--- src/rtl/lsu_pkg.sv ---
// Shared types and helpers for the pipelined load/store unit.
//   lsu_size_e    : access size encoding (byte/half/word/dword)
//   lsu_meta_t    : per-access metadata carried from issue to response
//   size_mask     : byte-lane mask for an access size, LSB-aligned
//   be_mask       : byte enables for a size at a given lane offset
//   is_misaligned : offset not a multiple of the access size
//   load_extract  : lane-shift, size-mask and sign/zero-extend read data
// Helpers work on 64-bit values; callers truncate to XLEN.
package lsu_pkg;

  typedef enum logic [1:0] {
    SIZE_B = 2'd0,
    SIZE_H = 2'd1,
    SIZE_W = 2'd2,
    SIZE_D = 2'd3
  } lsu_size_e;

  typedef struct packed {
    logic      is_load;
    logic      sign_ext;
    lsu_size_e size;
    logic [2:0] offset;
  } lsu_meta_t;

  function automatic logic [7:0] size_mask(lsu_size_e size);
    logic [7:0] m;
    case (size)
      SIZE_B:  m = 8'h01;
      SIZE_H:  m = 8'h03;
      SIZE_W:  m = 8'h0f;
      default: m = 8'hff;
    endcase
    return m;
  endfunction

  function automatic logic [7:0] be_mask(lsu_size_e size, logic [2:0] offset);
    return size_mask(size) << offset;
  endfunction

  // dword_ok is 0 on a 32-bit datapath, where a dword access can never be
  // issued as a single beat and is reported like a misaligned access.
  function automatic logic is_misaligned(lsu_size_e size, logic [2:0] offset,
                                         logic dword_ok);
    logic mis;
    case (size)
      SIZE_B:  mis = 1'b0;
      SIZE_H:  mis = offset[0];
      SIZE_W:  mis = |offset[1:0];
      default: mis = ~dword_ok | (|offset);
    endcase
    return mis;
  endfunction

  function automatic logic [63:0] load_extract(logic [63:0] rdata, lsu_meta_t meta);
    logic [63:0] sh;
    logic [63:0] res;
    sh = rdata >> {meta.offset, 3'b000};
    case (meta.size)
      SIZE_B:  res = {{56{meta.sign_ext & sh[7]}},  sh[7:0]};
      SIZE_H:  res = {{48{meta.sign_ext & sh[15]}}, sh[15:0]};
      SIZE_W:  res = {{32{meta.sign_ext & sh[31]}}, sh[31:0]};
      default: res = sh;
    endcase
    return res;
  endfunction

endpackage

--- src/rtl/lsu_pipelined_if.sv ---
// Memory-side bus of the load/store unit: pipelined req/gnt issue channel
// plus in-order rvalid response channel.
//   master : LSU side (drives req/we/be/addr/wdata)
//   slave  : memory side (drives gnt/rvalid/rdata[/err])
// Optional: LSU_BUS_ERR_EN adds the err response bit, sampled with rvalid.
interface lsu_pipelined_if #(
  parameter int XLEN = 32
);
  localparam int XLENB = XLEN / 8;

  logic             req;
  logic             gnt;
  logic             we;
  logic [XLENB-1:0] be;
  logic [XLEN-1:0]  addr;
  logic [XLEN-1:0]  wdata;
  logic             rvalid;
  logic [XLEN-1:0]  rdata;
`ifdef LSU_BUS_ERR_EN
  logic             err;

  modport master (
    output req, we, be, addr, wdata,
    input  gnt, rvalid, rdata, err
  );

  modport slave (
    input  req, we, be, addr, wdata,
    output gnt, rvalid, rdata, err
  );
`else
  modport master (
    output req, we, be, addr, wdata,
    input  gnt, rvalid, rdata
  );

  modport slave (
    input  req, we, be, addr, wdata,
    output gnt, rvalid, rdata
  );
`endif

endinterface

--- src/rtl/lsu_meta_fifo.sv ---
// Synchronous FIFO of access metadata, one entry per in-flight access.
//   push_i/push_data_i : write an entry (ignored when full)
//   pop_i/pop_data_o   : head entry, removed on pop_i (ignored when empty)
//   count_o/full_o/empty_o : occupancy
// DEPTH must be a power of two; pointers carry one extra wrap bit so that
// occupancy is simply the pointer difference.
module lsu_meta_fifo
  import lsu_pkg::*;
#(
  parameter int DEPTH = 2,
  localparam int AW = $clog2(DEPTH),
  localparam int CW = AW + 1
) (
  input  logic          clk_i,
  input  logic          rst_ni,
  input  logic          push_i,
  input  lsu_meta_t     push_data_i,
  input  logic          pop_i,
  output lsu_meta_t     pop_data_o,
  output logic [CW-1:0] count_o,
  output logic          full_o,
  output logic          empty_o
);

  localparam int IW = (AW == 0) ? 1 : AW;
  localparam logic [CW-1:0] IDX_MASK = CW'(DEPTH - 1);

  lsu_meta_t       mem_q [DEPTH];
  logic [CW-1:0]   wr_ptr_q, rd_ptr_q;
  logic [IW-1:0]   wr_idx, rd_idx;
  logic            push_en, pop_en;

  assign wr_idx  = IW'(wr_ptr_q & IDX_MASK);
  assign rd_idx  = IW'(rd_ptr_q & IDX_MASK);
  assign count_o = wr_ptr_q - rd_ptr_q;
  assign full_o  = (count_o == CW'(DEPTH));
  assign empty_o = (count_o == '0);
  assign push_en = push_i & ~full_o;
  assign pop_en  = pop_i & ~empty_o;

  assign pop_data_o = mem_q[rd_idx];

  always_ff @(posedge clk_i or negedge rst_ni) begin
    if (!rst_ni) begin
      wr_ptr_q <= '0;
      rd_ptr_q <= '0;
    end else begin
      if (push_en) wr_ptr_q <= wr_ptr_q + CW'(1);
      if (pop_en)  rd_ptr_q <= rd_ptr_q + CW'(1);
    end
  end

  // Storage needs no reset: entries are only read between push and pop.
  always_ff @(posedge clk_i) begin
    if (push_en) mem_q[wr_idx] <= push_data_i;
  end

endmodule

--- src/rtl/lsu_pipelined.sv ---
// Pipelined load/store unit between execute and an in-order req/gnt +
// rvalid memory port. Up to MAX_OUTSTANDING accesses in flight; one
// registered response per accepted request, in request order.
//   clk_i, rst_ni            : clock, async active-low reset
//   req_*                    : request from execute (valid/ready handshake)
//   rsp_*                    : single-cycle response pulse, no backpressure
//   mem                      : memory bus (lsu_pipelined_if.master)
// Parameters: XLEN (32 or 64), MAX_OUTSTANDING (power of two, >= 1).
// Optional: LSU_BUS_ERR_EN routes the memory error bit to rsp_err_o and
// forces rsp_data_o to zero on error.
// Misaligned accesses never reach memory; they wait for the unit to drain
// so their error response stays in order, then respond one cycle later.
module lsu_pipelined
  import lsu_pkg::*;
#(
  parameter int XLEN            = 32,
  parameter int MAX_OUTSTANDING = 2
) (
  input  logic            clk_i,
  input  logic            rst_ni,

  input  logic            req_valid_i,
  output logic            req_ready_o,
  input  logic            req_is_load_i,
  input  logic            req_signed_i,
  input  logic [1:0]      req_size_i,
  input  logic [XLEN-1:0] req_addr_i,
  input  logic [XLEN-1:0] req_wdata_i,

  output logic            rsp_valid_o,
  output logic            rsp_is_load_o,
  output logic [XLEN-1:0] rsp_data_o,
  output logic            rsp_err_o,

  lsu_pipelined_if.master mem
);

  localparam int XLENB = XLEN / 8;
  localparam int OFFW  = $clog2(XLENB);
  localparam int CW    = $clog2(MAX_OUTSTANDING) + 1;
  localparam logic DWORD_OK = (XLEN == 64);

  lsu_size_e     req_size;
  logic [2:0]    req_offset;
  logic          misaligned;
  logic [7:0]    be_full;

  logic          push, pop;
  lsu_meta_t     push_meta, pop_meta;
  logic [CW-1:0] count;
  logic          full, empty;

  logic          mis_accept;
  logic          bus_err;
  logic [63:0]   rdata_ext;
  logic [63:0]   ld_full;
  logic [XLEN-1:0] ld_data;

  assign req_size   = lsu_size_e'(req_size_i);
  assign req_offset = 3'(req_addr_i[OFFW-1:0]);
  assign misaligned = is_misaligned(req_size, req_offset, DWORD_OK);
  assign be_full    = be_mask(req_size, req_offset);

  // Issue path; full is the registered occupancy, so a pop in this cycle
  // does not free a slot until the next one.
  assign mem.req   = req_valid_i & ~misaligned & ~full;
  assign mem.we    = ~req_is_load_i;
  assign mem.be    = XLENB'(be_full);
  assign mem.addr  = {req_addr_i[XLEN-1:OFFW], {OFFW{1'b0}}};
  assign mem.wdata = req_wdata_i << {req_offset, 3'b000};

  assign mis_accept  = req_valid_i & misaligned & (count == '0);
  assign req_ready_o = misaligned ? mis_accept : (mem.req & mem.gnt);

  assign push = mem.req & mem.gnt;
  assign pop  = mem.rvalid & ~empty;

  assign push_meta = '{is_load:  req_is_load_i,
                       sign_ext: req_signed_i,
                       size:     req_size,
                       offset:   req_offset};

  lsu_meta_fifo #(
    .DEPTH (MAX_OUTSTANDING)
  ) u_meta_fifo (
    .clk_i       (clk_i),
    .rst_ni      (rst_ni),
    .push_i      (push),
    .push_data_i (push_meta),
    .pop_i       (pop),
    .pop_data_o  (pop_meta),
    .count_o     (count),
    .full_o      (full),
    .empty_o     (empty)
  );

`ifdef LSU_BUS_ERR_EN
  assign bus_err = mem.err;
`else
  assign bus_err = 1'b0;
`endif

  assign rdata_ext = 64'(mem.rdata);
  assign ld_full   = load_extract(rdata_ext, pop_meta);
  assign ld_data   = XLEN'(ld_full);

  always_ff @(posedge clk_i or negedge rst_ni) begin
    if (!rst_ni) begin
      rsp_valid_o   <= 1'b0;
      rsp_is_load_o <= 1'b0;
      rsp_data_o    <= '0;
      rsp_err_o     <= 1'b0;
    end else begin
      rsp_valid_o <= 1'b0;
      if (pop) begin
        rsp_valid_o   <= 1'b1;
        rsp_is_load_o <= pop_meta.is_load;
        rsp_err_o     <= bus_err;
        rsp_data_o    <= (bus_err | ~pop_meta.is_load) ? '0 : ld_data;
      end else if (mis_accept) begin
        rsp_valid_o   <= 1'b1;
        rsp_is_load_o <= req_is_load_i;
        rsp_err_o     <= 1'b1;
        rsp_data_o    <= '0;
      end
    end
  end

  // A response with nothing in flight means the memory side broke ordering.
  a_no_spurious_rvalid : assert property (
    @(posedge clk_i) disable iff (!rst_ni) !(mem.rvalid && empty)
  );

endmodule
--- src/flat_wrapper.sv ---
// flat-port wrapper written by rule: the top's interface ports become plain ports
module lsu_pipelined_flat import lsu_pkg::*;
#(
  parameter int XLEN            = 32,
  parameter int MAX_OUTSTANDING = 2
)
  (clk_i, rst_ni, req_valid_i, req_ready_o, req_is_load_i, req_signed_i, req_size_i, req_addr_i, req_wdata_i, rsp_valid_o, rsp_is_load_o, rsp_data_o, rsp_err_o, mem_req, mem_we, mem_be, mem_addr, mem_wdata, mem_gnt, mem_rvalid, mem_rdata);
  lsu_pipelined_if #(.XLEN(XLEN)) mem_i ();
  input  logic clk_i;
  input  logic rst_ni;
  input  logic req_valid_i;
  output logic req_ready_o;
  input  logic req_is_load_i;
  input  logic req_signed_i;
  input  logic [1:0] req_size_i;
  input  logic [XLEN-1:0] req_addr_i;
  input  logic [XLEN-1:0] req_wdata_i;
  output logic rsp_valid_o;
  output logic rsp_is_load_o;
  output logic [XLEN-1:0] rsp_data_o;
  output logic rsp_err_o;
  output wire logic [$bits(mem_i.req)-1:0] mem_req;
  output wire logic [$bits(mem_i.we)-1:0] mem_we;
  output wire logic [$bits(mem_i.be)-1:0] mem_be;
  output wire logic [$bits(mem_i.addr)-1:0] mem_addr;
  output wire logic [$bits(mem_i.wdata)-1:0] mem_wdata;
  input wire logic [$bits(mem_i.gnt)-1:0] mem_gnt;
  input wire logic [$bits(mem_i.rvalid)-1:0] mem_rvalid;
  input wire logic [$bits(mem_i.rdata)-1:0] mem_rdata;
  assign mem_req = mem_i.req;
  assign mem_we = mem_i.we;
  assign mem_be = mem_i.be;
  assign mem_addr = mem_i.addr;
  assign mem_wdata = mem_i.wdata;
  assign mem_i.gnt = mem_gnt;
  assign mem_i.rvalid = mem_rvalid;
  assign mem_i.rdata = mem_rdata;
  lsu_pipelined #(.XLEN(XLEN), .MAX_OUTSTANDING(MAX_OUTSTANDING)) u_core (.clk_i(clk_i), .rst_ni(rst_ni), .req_valid_i(req_valid_i), .req_ready_o(req_ready_o), .req_is_load_i(req_is_load_i), .req_signed_i(req_signed_i), .req_size_i(req_size_i), .req_addr_i(req_addr_i), .req_wdata_i(req_wdata_i), .rsp_valid_o(rsp_valid_o), .rsp_is_load_o(rsp_is_load_o), .rsp_data_o(rsp_data_o), .rsp_err_o(rsp_err_o), .mem(mem_i));
endmodule
--- config.mk ---
export PLATFORM = sky130hd
export DESIGN_NAME = lsu_pipelined_flat
export DESIGN_NICKNAME = d
export VERILOG_FILES = /design/src/rtl/lsu_pkg.sv /design/src/rtl/lsu_pipelined_if.sv /design/src/rtl/lsu_meta_fifo.sv /design/src/rtl/lsu_pipelined.sv /design/src/flat_wrapper.sv
export SDC_FILE = /design/constraint.sdc
export NUM_CORES = 1
export LEC_CHECK = 0
export CORE_AREA = 2 2 96 98
export CTS_CLUSTER_DIAMETER = 100
export CTS_CLUSTER_SIZE = 14
export DETAILED_ROUTE_END_ITERATION = 16
export DIE_AREA = 0 0 98 100
export GPL_ROUTABILITY_DRIVEN = 1
export PLACE_DENSITY = 0.9
export REMOVE_ABC_BUFFERS = 1
export SYNTH_ARGS = -nofsm -noshare
export SYNTH_HDL_FRONTEND = slang
export SYNTH_HIERARCHICAL = 1
export SYNTH_SLANG_ARGS = --single-unit
--- constraint.sdc ---
create_clock -name clk_i -period 6.1 [get_ports clk_i]
set_input_delay 0.61 -clock clk_i [delete_from_list [all_inputs] [get_ports clk_i]]
set_output_delay 0.61 -clock clk_i [all_outputs]
set_load 0.01 [all_outputs]
Word-level counts from Yosys, hierarchy flattened. Memory sizes are Yosys's and may differ from the RTL's. Cells that the tools add are included. Widths: inputs -> output; s select.

Bitwise logic cells: 14. Shifts and indexed selects: 3. Multiplexer cells: 15. $add $sub $neg: 3. Reductions and logical operators: 5. Equal/unequal tests: 5.

Operators with widths (count): $mux 32 (3); $pmux 32 s3 (1); $shl 32x5->32 (1); $shr 32x6->32 (1); $pmux 8 s3 (1); $and 1x1->1 (10); $mux 1 (9); $shl 8x2->4 (1); $eq 2x2->1 const B (3); $logic_not 2->1 (3); $add 2x1->2 const B (2); $eq 2x1->1 const B (2); $not 1->1 (4); $pmux 1 s3 (1); $reduce_bool 2->1 (1); $reduce_or 2->1 (1); $sub 2x2->2 (1).

Bits of input ports: 105. Bits in writable memories: 12. Memories: 1. Output and inout bits: 106. Flip-flop bits (word level): 39.

Memories: u_core.u_meta_fifo.mem_q (words 2, width 6, rd ports 1, clocked after memory_dff 0, write ports 1, line lsu_meta_fifo.sv:28) `lsu_meta_t mem_q [DEPTH];`.

Logic depth before layout (Yosys ltp). Gate-level depths: netlist of the first run.

Depth in word-level cells: 9. Gate-level depth with buffers: 12. Gate-level depth less buffers: 9.

Modules after synthesis. The synthesis of the first run kept the hierarchy.

Modules (own cells, without submodules): lsu_pipelined (cells each 288, times used 1, sequential area each 875.8 sq um, area an instance 2721.4 sq um); lsu_meta_fifo (cells each 50, times used 1, sequential area each 520.5 sq um, area an instance 775.7 sq um).

Least setup slack after synthesis of the first run. Ideal clock, no wire load.

Path kind: register -> output. Start point: reg u_core.u_meta_fifo.wr_ptr_q[0]. End point: out req_ready_o. Stages on the path, launching flop included: 7. Path slack: 3425 ps. Data required time: 5490 ps. Data arrival time: 2065 ps. Cell sequence: dfrtp_1 -> inv_1 -> ha_1 -> xnor3_2 -> nor2_1 -> nor4bb_1 -> or2_2.

Cells in the longest elaborated chain, start to end: 6.

RTL lines: from (decl) (line lsu_meta_fifo.sv:29) `logic [CW-1:0] wr_ptr_q, rd_ptr_q;`; from (signal assigned) (line lsu_meta_fifo.sv:48) `if (push_en) wr_ptr_q <= wr_ptr_q + CW'(1);`; $sub 2x2->2 (line lsu_meta_fifo.sv:35) `assign count_o = wr_ptr_q - rd_ptr_q;`; $eq 2x2->1 (line lsu_meta_fifo.sv:36) `assign full_o = (count_o == CW'(DEPTH));`; via u_core.full (line lsu_pipelined.sv:51) `logic full, empty;`; $not 1->1 (line lsu_pipelined.sv:66) `assign mem.req = req_valid_i & ~misaligned & ~full;`; $and 1x1->1 (line lsu_pipelined.sv:66); $and 1x1->1; via u_core.push (line lsu_pipelined.sv:48) `logic push, pop;`; $mux 1 (line lsu_pipelined.sv:73) `assign req_ready_o = misaligned ? mis_accept : (mem.req & mem.gnt);`; to (decl) (line flat_wrapper.sv:12) `output logic req_ready_o;`.

The timed path passes the listed nets, and every way through them passes these cells.

Final worst setup path of the first run.
Start point: in req_addr_i[1]. End point: out req_ready_o.

Cells in the longest elaborated chain, start to end: 7.

RTL lines: from (decl) (line flat_wrapper.sv:16) `input logic [XLEN-1:0] req_addr_i;`; $reduce_or 2->1; $pmux 1 s3 (line lsu_pkg.sv:45) `case (size)`; $not 1->1 (line lsu_pipelined.sv:66); $and 1x1->1 (2 in a row) (line lsu_pipelined.sv:66); $and 1x1->1; via u_core.push (line lsu_pipelined.sv:48); $mux 1 (line lsu_pipelined.sv:73).

The timed path passes the listed nets, and every way through them passes these cells.

==> results of run 1 <==
[how the worst min path moves through the flow]
stage                                 startpoint                                    endpoint  slack (ns)  cells past startpoint
global placement    u_core/rsp_err_o$_DFFE_PN0P_                u_core/rsp_err_o$_DFFE_PN0P_        0.48                      2
detailed placement  u_core/rsp_err_o$_DFFE_PN0P_                u_core/rsp_err_o$_DFFE_PN0P_        0.49                      2
finish                                    rst_ni           u_core/rsp_data_o[22]$_DFFE_PN0P_        0.41                      1
global route                              rst_ni  u_core/u_meta_fifo/rd_ptr_q[0]$_DFFE_PN0P_        0.48                      1
floorplan                                 rst_ni            u_core/rsp_data_o[0]$_DFFE_PN0P_        0.31                      0
CTS                                       rst_ni           u_core/rsp_data_o[22]$_DFFE_PN0P_        0.44                      1
[layout by cell type (no fill, tap or decap), drive strengths merged]
cell type / n
nor2: 22
ha: 1
nor2b: 12
xnor3: 1
a21boi: 1
conb: 4
xnor2: 3
nand2: 25
o211a: 1
bufinv: 1
nor4: 2
a21oi: 11
and3b: 1
xor2: 1
nand3b: 3
nor3b: 2
clkdlybuf4s50: 146
or2: 1
and4bb: 1
dfrtp: 39
o2bb2ai: 1
a22oi: 1
and2: 8
a22o: 7
a221o: 24
o21ai: 25
clkbuf: 5
nor4bb: 1
mux2i: 33
edfxtp: 14
a211oi: 9
buf: 4
mux2: 17
nand2b: 3
o22ai: 1
inv: 8
nor3: 4
[per-stage QoR]
step                hold slack (ns)  area, um2  utilization  cells  setup slack (ns)
finish                        0.409       4870        0.548    554              2.23
global placement              0.485       4760        0.535    546              2.32
global route                  0.480       4870        0.548    554              1.97
detailed placement            0.495       4760        0.535    546              2.24
floorplan                     0.314       3130            -    285              3.34
CTS                           0.438       4870        0.548    554              2.23
[area by class of cell]
type | count | area [um2] | share of cell area
flip-flops and latches | 53 | 1400 | 0.287
inverters | 6 | 22.5 | 0.00462
clock inverters | 3 | 47.5 | 0.00976
repair buffers | 150 | 1490 | 0.305
clock buffers | 5 | 68.8 | 0.0141
well taps | 111 | 139 | 0.0285
multi-input cells | 226 | 1710 | 0.351
[synthesized netlist by cell type]
cell type  number
buf_4          32
mux2_4          1
nor3_1          2
xor2_1          1
a211oi_1        9
o21ai_4         1
a21boi_2        1
xnor2_1         3
nor3b_2         1
nor4_4          2
and2_1          8
nor2b_4         1
a22oi_1         1
inv_1           6
o21ai_0        24
nor2b_1        11
xnor3_2         1
a221o_1        24
nor3_2          2
dfrtp_1        39
conb_1          1
buf_2           8
nor2_1         21
nand3b_1        2
nand2_1        25
nand3b_4        1
ha_1            1
nor3b_1         1
buf_6           5
edfxtp_1       14
and3b_1         1
o22ai_1         1
nand2b_1        3
clkbuf_1       11
mux2i_1        33
o2bb2ai_1       1
nor2_2          1
o211a_1         1
or2_2           1
and4bb_1        1
nor4bb_1        1
a22o_1          7
mux2_2         16
a21oi_1        11
[state kept, by name (all words and copies together) (netlist names)]
signal	flops
u_core/rsp_data_o	32
u_core/rsp_err_o	1
u_core/rsp_is_load_o	1
u_core/rsp_valid_o	1
u_core/u_meta_fifo/mem_q	14
u_core/u_meta_fifo/rd_ptr_q	2
u_core/u_meta_fifo/wr_ptr_q	2
[per-layer routing]
layer | share of wire | up-vias
li1 | - | 1399
met1 | 0.39 | 1492
met2 | 0.46 | 208
met3 | 0.13 | 16
met4 | 0.017 | 0
met5 | 0 | -
[power by group]
| part | internal, mW | switching (mW) | leakage, nW | total, mW |
|---|---|---|---|---|
| combinational | 0.489 | 0.461 | 1.30 | 0.950 |
| clock | 0.125 | 0.123 | 0.0591 | 0.248 |
| sequential | 0.481 | 0.0829 | 0.649 | 0.564 |
| total | 1.10 | 0.667 | 2.01 | 1.76 |
[worst max-delay path, stage by stage]
cell and delay (ns):
clkdlybuf4s50_1 0.39, buf_4 0.24, nor3_1 0.43, nor2_1 0.11, nor4bb_1 0.72, or2_2 0.23
clkdlybuf4s50_1 0.52
[cells by family after synthesis]
| kind of cell | Yosys count | synth area share |
|---|---|---|
| multiplexers | 50 | 0.150 |
| AO/OA/AOI/OAI | 81 | 0.173 |
| other | 1 | 0.00107 |
| AND/OR/NAND/NOR | 85 | 0.142 |
| flip-flops | 53 | 0.399 |
| buffers and inverters | 62 | 0.114 |
| adder cells (fa/ha/maj) | 1 | 0.00358 |
| XOR/XNOR | 5 | 0.0168 |
==> results.md, run 1 <==
- Status: completed
- Fin. max-slew vios: 0
- Antenna-violating nets left: 0
- Critical Path Start: req_addr_i[1]
- Area share of the largest cell type after synthesis: 0.279
- Initial antenna violation count: 0
- Max cap viols: 0
- Critical path class: in -> out
- P per Cell Area: between 300 and 400 nW/um2
- Crit end category: output port
- GR Util met2: 0.331
- WL/cell: ~19 um
- DR iter-0 viols: ~120
- Diode count: 0
- Hold_buf cts: 0
- Final Hold Vio Count: 0
- Site Rows: 35
- Total Wirelength: roughly 10000 um
- # Post-CTS Setup Buffers: 0
- Total GRT Usage: 0.205
- Synth warn: 6
- GR peak layer: met2
- Worst slew pin tran: between 0.9 and 1 ns
- Area leader, netlist: dfrtp_1
- Tmin final: slightly below 4 ns
- Core Region: 8890 um2
- R2R cell count: 8
- Met1 Use GR: 0.245
- Vias/cell: about 5.6
- Remaining routing DRC violations: 0
- Die ar.: about 9800 um2
- Static Leakage: 2.01 nW
- # setup viols final: 0
- Initial Utilization: 0.393
- Reg2reg start: u_core/u_meta_fifo/rd_ptr_q[0]$_DFFE_PN0P_
- CTS H-tree depth: 2
- CTS buffer count: 5
- Final TNS setup: 0 ns
- Reg-to-reg endpoint: u_core/rsp_data_o[20]$_DFFE_PN0P_
- Detailed placement HPWL: ~7800 um
- RSZ-0062 raised after global routing: false
- Fill cell count: between 700 and 800
- Synth top area cells: dfrtp_1 (28%), edfxtp_1 (12%), mux2i_1 (9.4%)
- GR Layer Usage met3: 0.0968
- Number of global-route vias before repair: around 3200
- Clock Sinks: 53
- Synth cell types: 44
- Critical Path Sink: req_ready_o
- Nets: between 500 and 600
- Reg clk slew, reported paths: about 0.10 ns
- Clock root cell: clkbuf_8
- Final period util: 0.634
- CP Launch Type: primary input
- Grt ovf: 0
- Cell count after synthesis: around 340
- # IOs: between 200 and 250
- Slew headroom: 0.361
- Register bit count reported by yosys: 53
- Crit path DAT: roughly 3.3 ns
- Synth-to-layout area growth: 39.3%
- Setup skew after layout: approximately 0.0082 ns
- Clock Latency Late Sink: 0.31 ns
- Layout cell share with drive strength beyond 1: 0.0926
- Vias: about 3100
- Required time worst endpoint: about 5.5 ns
- First-pass GRT wire length: roughly 16000 um
- Drt pass-1 iters: 4
- Buffers on Ports: around 150
- Die height: 100 um
- Hold Crit Class: in -> async
- Worst R2R Setup Slack: roughly 2.7 ns
- CP max FO: 40
- Die width: about 98 um
- Largest net degree at the start of global routing: 42
- CTS max path bufs: 2
- Maximum vdd ir drop: roughly 0.0002 V
- Post-synthesis sequential area ratio: 0.399
- Total power draw: around 1.8 mW
- Mapped Area: around 3500 um2
- Mean Syn Cell Area: slightly above 10 um2
- Fmax achieved: roughly 0.26 GHz
- CTS tree: built
- Post_cts resized: 0
- RePlAce Congestion: just over 0.8
Power figures use the tool's default switching activity.
==> run 2: changes to the inputs <==
--- a/config.mk
+++ b/config.mk
@@ -5,13 +5,13 @@
 export SDC_FILE = /design/constraint.sdc
 export NUM_CORES = 1
 export LEC_CHECK = 0
-export CORE_AREA = 2 2 96 98
+export CORE_AREA = 2 2 105 107
 export CTS_CLUSTER_DIAMETER = 100
 export CTS_CLUSTER_SIZE = 14
 export DETAILED_ROUTE_END_ITERATION = 16
-export DIE_AREA = 0 0 98 100
+export DIE_AREA = 0 0 107 109
 export GPL_ROUTABILITY_DRIVEN = 1
-export PLACE_DENSITY = 0.9
+export PLACE_DENSITY = 0.81
 export REMOVE_ABC_BUFFERS = 1
 export SYNTH_ARGS = -nofsm -noshare
 export SYNTH_HDL_FRONTEND = slang
==> constraint.sdc (replaced) <==
create_clock -name clk_i -period 3.42 [get_ports clk_i]
set_input_delay 0.342 -clock clk_i [delete_from_list [all_inputs] [get_ports clk_i]]
set_output_delay 0.342 -clock clk_i [all_outputs]
set_load 0.01 [all_outputs]
==> run 2 against run 1 <==
Critical path depth fell by 1. First-iteration DRC count grew 28%. Cell count increased by 6.5%. Final area rose by 1.2%. Hold slack got worse by 0.27 ns. Clock skew grew 0.0029 ns. Via count is 0.35% lower. Global-route usage down 2.4 points. Utilization fell by 8.3 points. Combinational power increased by 80%. Largest cell class unchanged. Largest power group unchanged. Highest routed layer unchanged.
==> results.md, run 2 (same netlist as run 1, synthesis figures left out) <==
- First-pass GRT wire length: between 15000 and 20000 um
- Vias: roughly 3100
- Clock Sinks: 53
- CTS max path bufs: 2
- Non-Filler Instances: between 500 and 600
- Remaining routing DRC violations: 0
- Final TNS setup: 0 ns
- CP max FO: 10
- DR iter-0 viols: between 150 and 200
- Grt ovf: 0
- Slew headroom: 0.419
- Worst path cell trace: ha_1, xnor3_2, nor2_1, nor4bb_1, or2_2, clkdlybuf4s50_1
- Max reg flops: 32
- P per Cell Area: 622 nW/um2
- Final period util: 0.917
- Max cap viols: 0
- Final Cell Area: just under 5000 um2
- Tmin final: around 3.1 ns
- Most frequent cells in the layout: clkdlybuf4s50_1 (146), dfrtp_1 (39), mux2i_1 (33), nand2_1 (25)
- Synth-to-layout area growth: 41.0%
- RePlAce Congestion: 0.841
- Total GRT Usage: 0.181
- Setup skew after layout: ~0.011 ns
- Crit path DAT: around 2.8 ns
- Die width: ~110 um
- Total Wirelength: 10800 um
- # Post-CTS Setup Buffers: 0
- Slowest cell on the critical path: clkdlybuf4s50_1
- CP Launch Type: flop
- Fin. max-slew vios: 0
- Commonest non-fill, non-tap cell in the layout: clkdlybuf4s50_1
- Pre-CTS setup slack: around 0.44 ns
- Post_cts resized: 0
- Nets: about 560
- CTS buffer count: 5
- Die ar.: about 12000 um2
- Placed cells: between 500 and 600
- Status: completed
- Fmax achieved: around 0.32 GHz
- Clock Latency Late Sink: between 0.3 and 0.4 ns
- Critical path class: reg -> out
- DP Area: 4840 um2
- Crit end category: output port
- CTS tree: built
- Regs by FF count: u_core/rsp_data_o: 32 flops, u_core/u_meta_fifo/mem_q: 14 flops
- Initial antenna violation count: 0
- Drt pass-1 iters: 4
- Required time worst endpoint: around 3.1 ns
- Worst Slack Setup Final: approximately 0.28 ns
- Clock root cell: clkbuf_8
- Largest net degree at the start of global routing: 40
- Buffers on Ports: ~150
- Crit-path max cell delay: 0.54 ns
- Antenna-violating nets left: 0
- # IOs: ~210
- Worst slew pin tran: 0.871 ns
- Number of global-route vias before repair: between 3000 and 4000
- Initial Utilization: 0.330
- Final Hold Vio Count: 0
- Layout cell share with drive strength beyond 1: 0.104
- RSZ-0062 raised after global routing: false
- Hold Crit Class: in -> async
- Die height: around 110 um
- Maximum vdd ir drop: between 0.0002 and 0.0003 V
- WL/cell: 18.3 um
- Detailed placement HPWL: between 8000 and 9000 um
- Final design utilization: 0.465
- # setup viols final: 0
- Site Rows: 38
- Core Region: between 10000 and 15000 um2
- Diode count: 0
- Largest register by flop count: u_core/rsp_data_o
- Static Leakage: approximately 2.0 nW
- Hold_buf cts: 0
- Reg clk slew, reported paths: approximately 0.10 ns
- Vias/cell: approximately 5.3
- CTS H-tree depth: 2
-- run 2: report_power, final --
part / internal, mW / switching, mW / total [mW]
Clock: 0.146 / 0.200 / 0.346
Combinational: 0.887 / 0.826 / 1.71
Sequential: 0.858 / 0.152 / 1.01
-- run 2: area by class of cell --
| type | count | area, um2 |
|---|---|---|
| inverter | 6 | 22.5 |
| multi-input combinational | 226 | 1710 |
| clock buffer | 6 | 72.6 |
| clock inverter | 2 | 13.8 |
| timing repair buffer | 157 | 1540 |
| fill | 982 | 5670 |
| tap | 140 | 175 |
| sequential | 53 | 1400 |
-- run 2: critical path, delay by kind of cell, from the launching register on --
kind,cells,cell delay (ns)
XOR/XNOR,1,0.47
adder cells (fa/ha/maj),1,0.30
buffers and inverters,1,0.54
flip-flops,1,0.53
AND/OR/NAND/NOR,3,0.65
-- run 2: routing by layer --
layer	GRT usage	vias up	routed length, um
met2	0.298	216	4890
met5	0.0179	-	0
met1	0.212	1462	4310
met3	0.0903	10	1490
li1	-	1416	-
met4	0.0380	0	85
-- run 2: worst paths after layout --
path / start / endpoint / slack, ns / cells past startpoint
setup / recovery: u_core/u_meta_fifo/rd_ptr_q[0]$_DFFE_PN0P_ / req_ready_o / 0.28 / 6
hold / removal: rst_ni / u_core/rsp_data_o[5]$_DFFE_PN0P_ / 0.14 / 1
setup reg to reg: u_core/u_meta_fifo/rd_ptr_q[0]$_DFFE_PN0P_ / u_core/rsp_data_o[11]$_DFFE_PN0P_ / 0.49 / 8
hold reg to reg: u_core/rsp_err_o$_DFFE_PN0P_ / u_core/rsp_err_o$_DFFE_PN0P_ / 0.51 / 2
max in group asynchronous: rst_ni / u_core/rsp_data_o[1]$_DFFE_PN0P_ / 2.73 / 1
min in group clk_i: u_core/rsp_err_o$_DFFE_PN0P_ / u_core/rsp_err_o$_DFFE_PN0P_ / 0.51 / 2
-- run 2: through the flow --
| step | hold WS, ns | total power, mW |
|---|---|---|
| 6_report | 0.136 | 3.07 |
| 5_1_grt | 0.193 | 3.26 |
| 4_1_cts | 0.163 | 3.09 |
| 3_5_place_dp | 0.485 | 2.74 |
| 3_3_place_gp | 0.485 | 2.70 |
| 2_1_floorplan | 0.0464 | 1.94 |
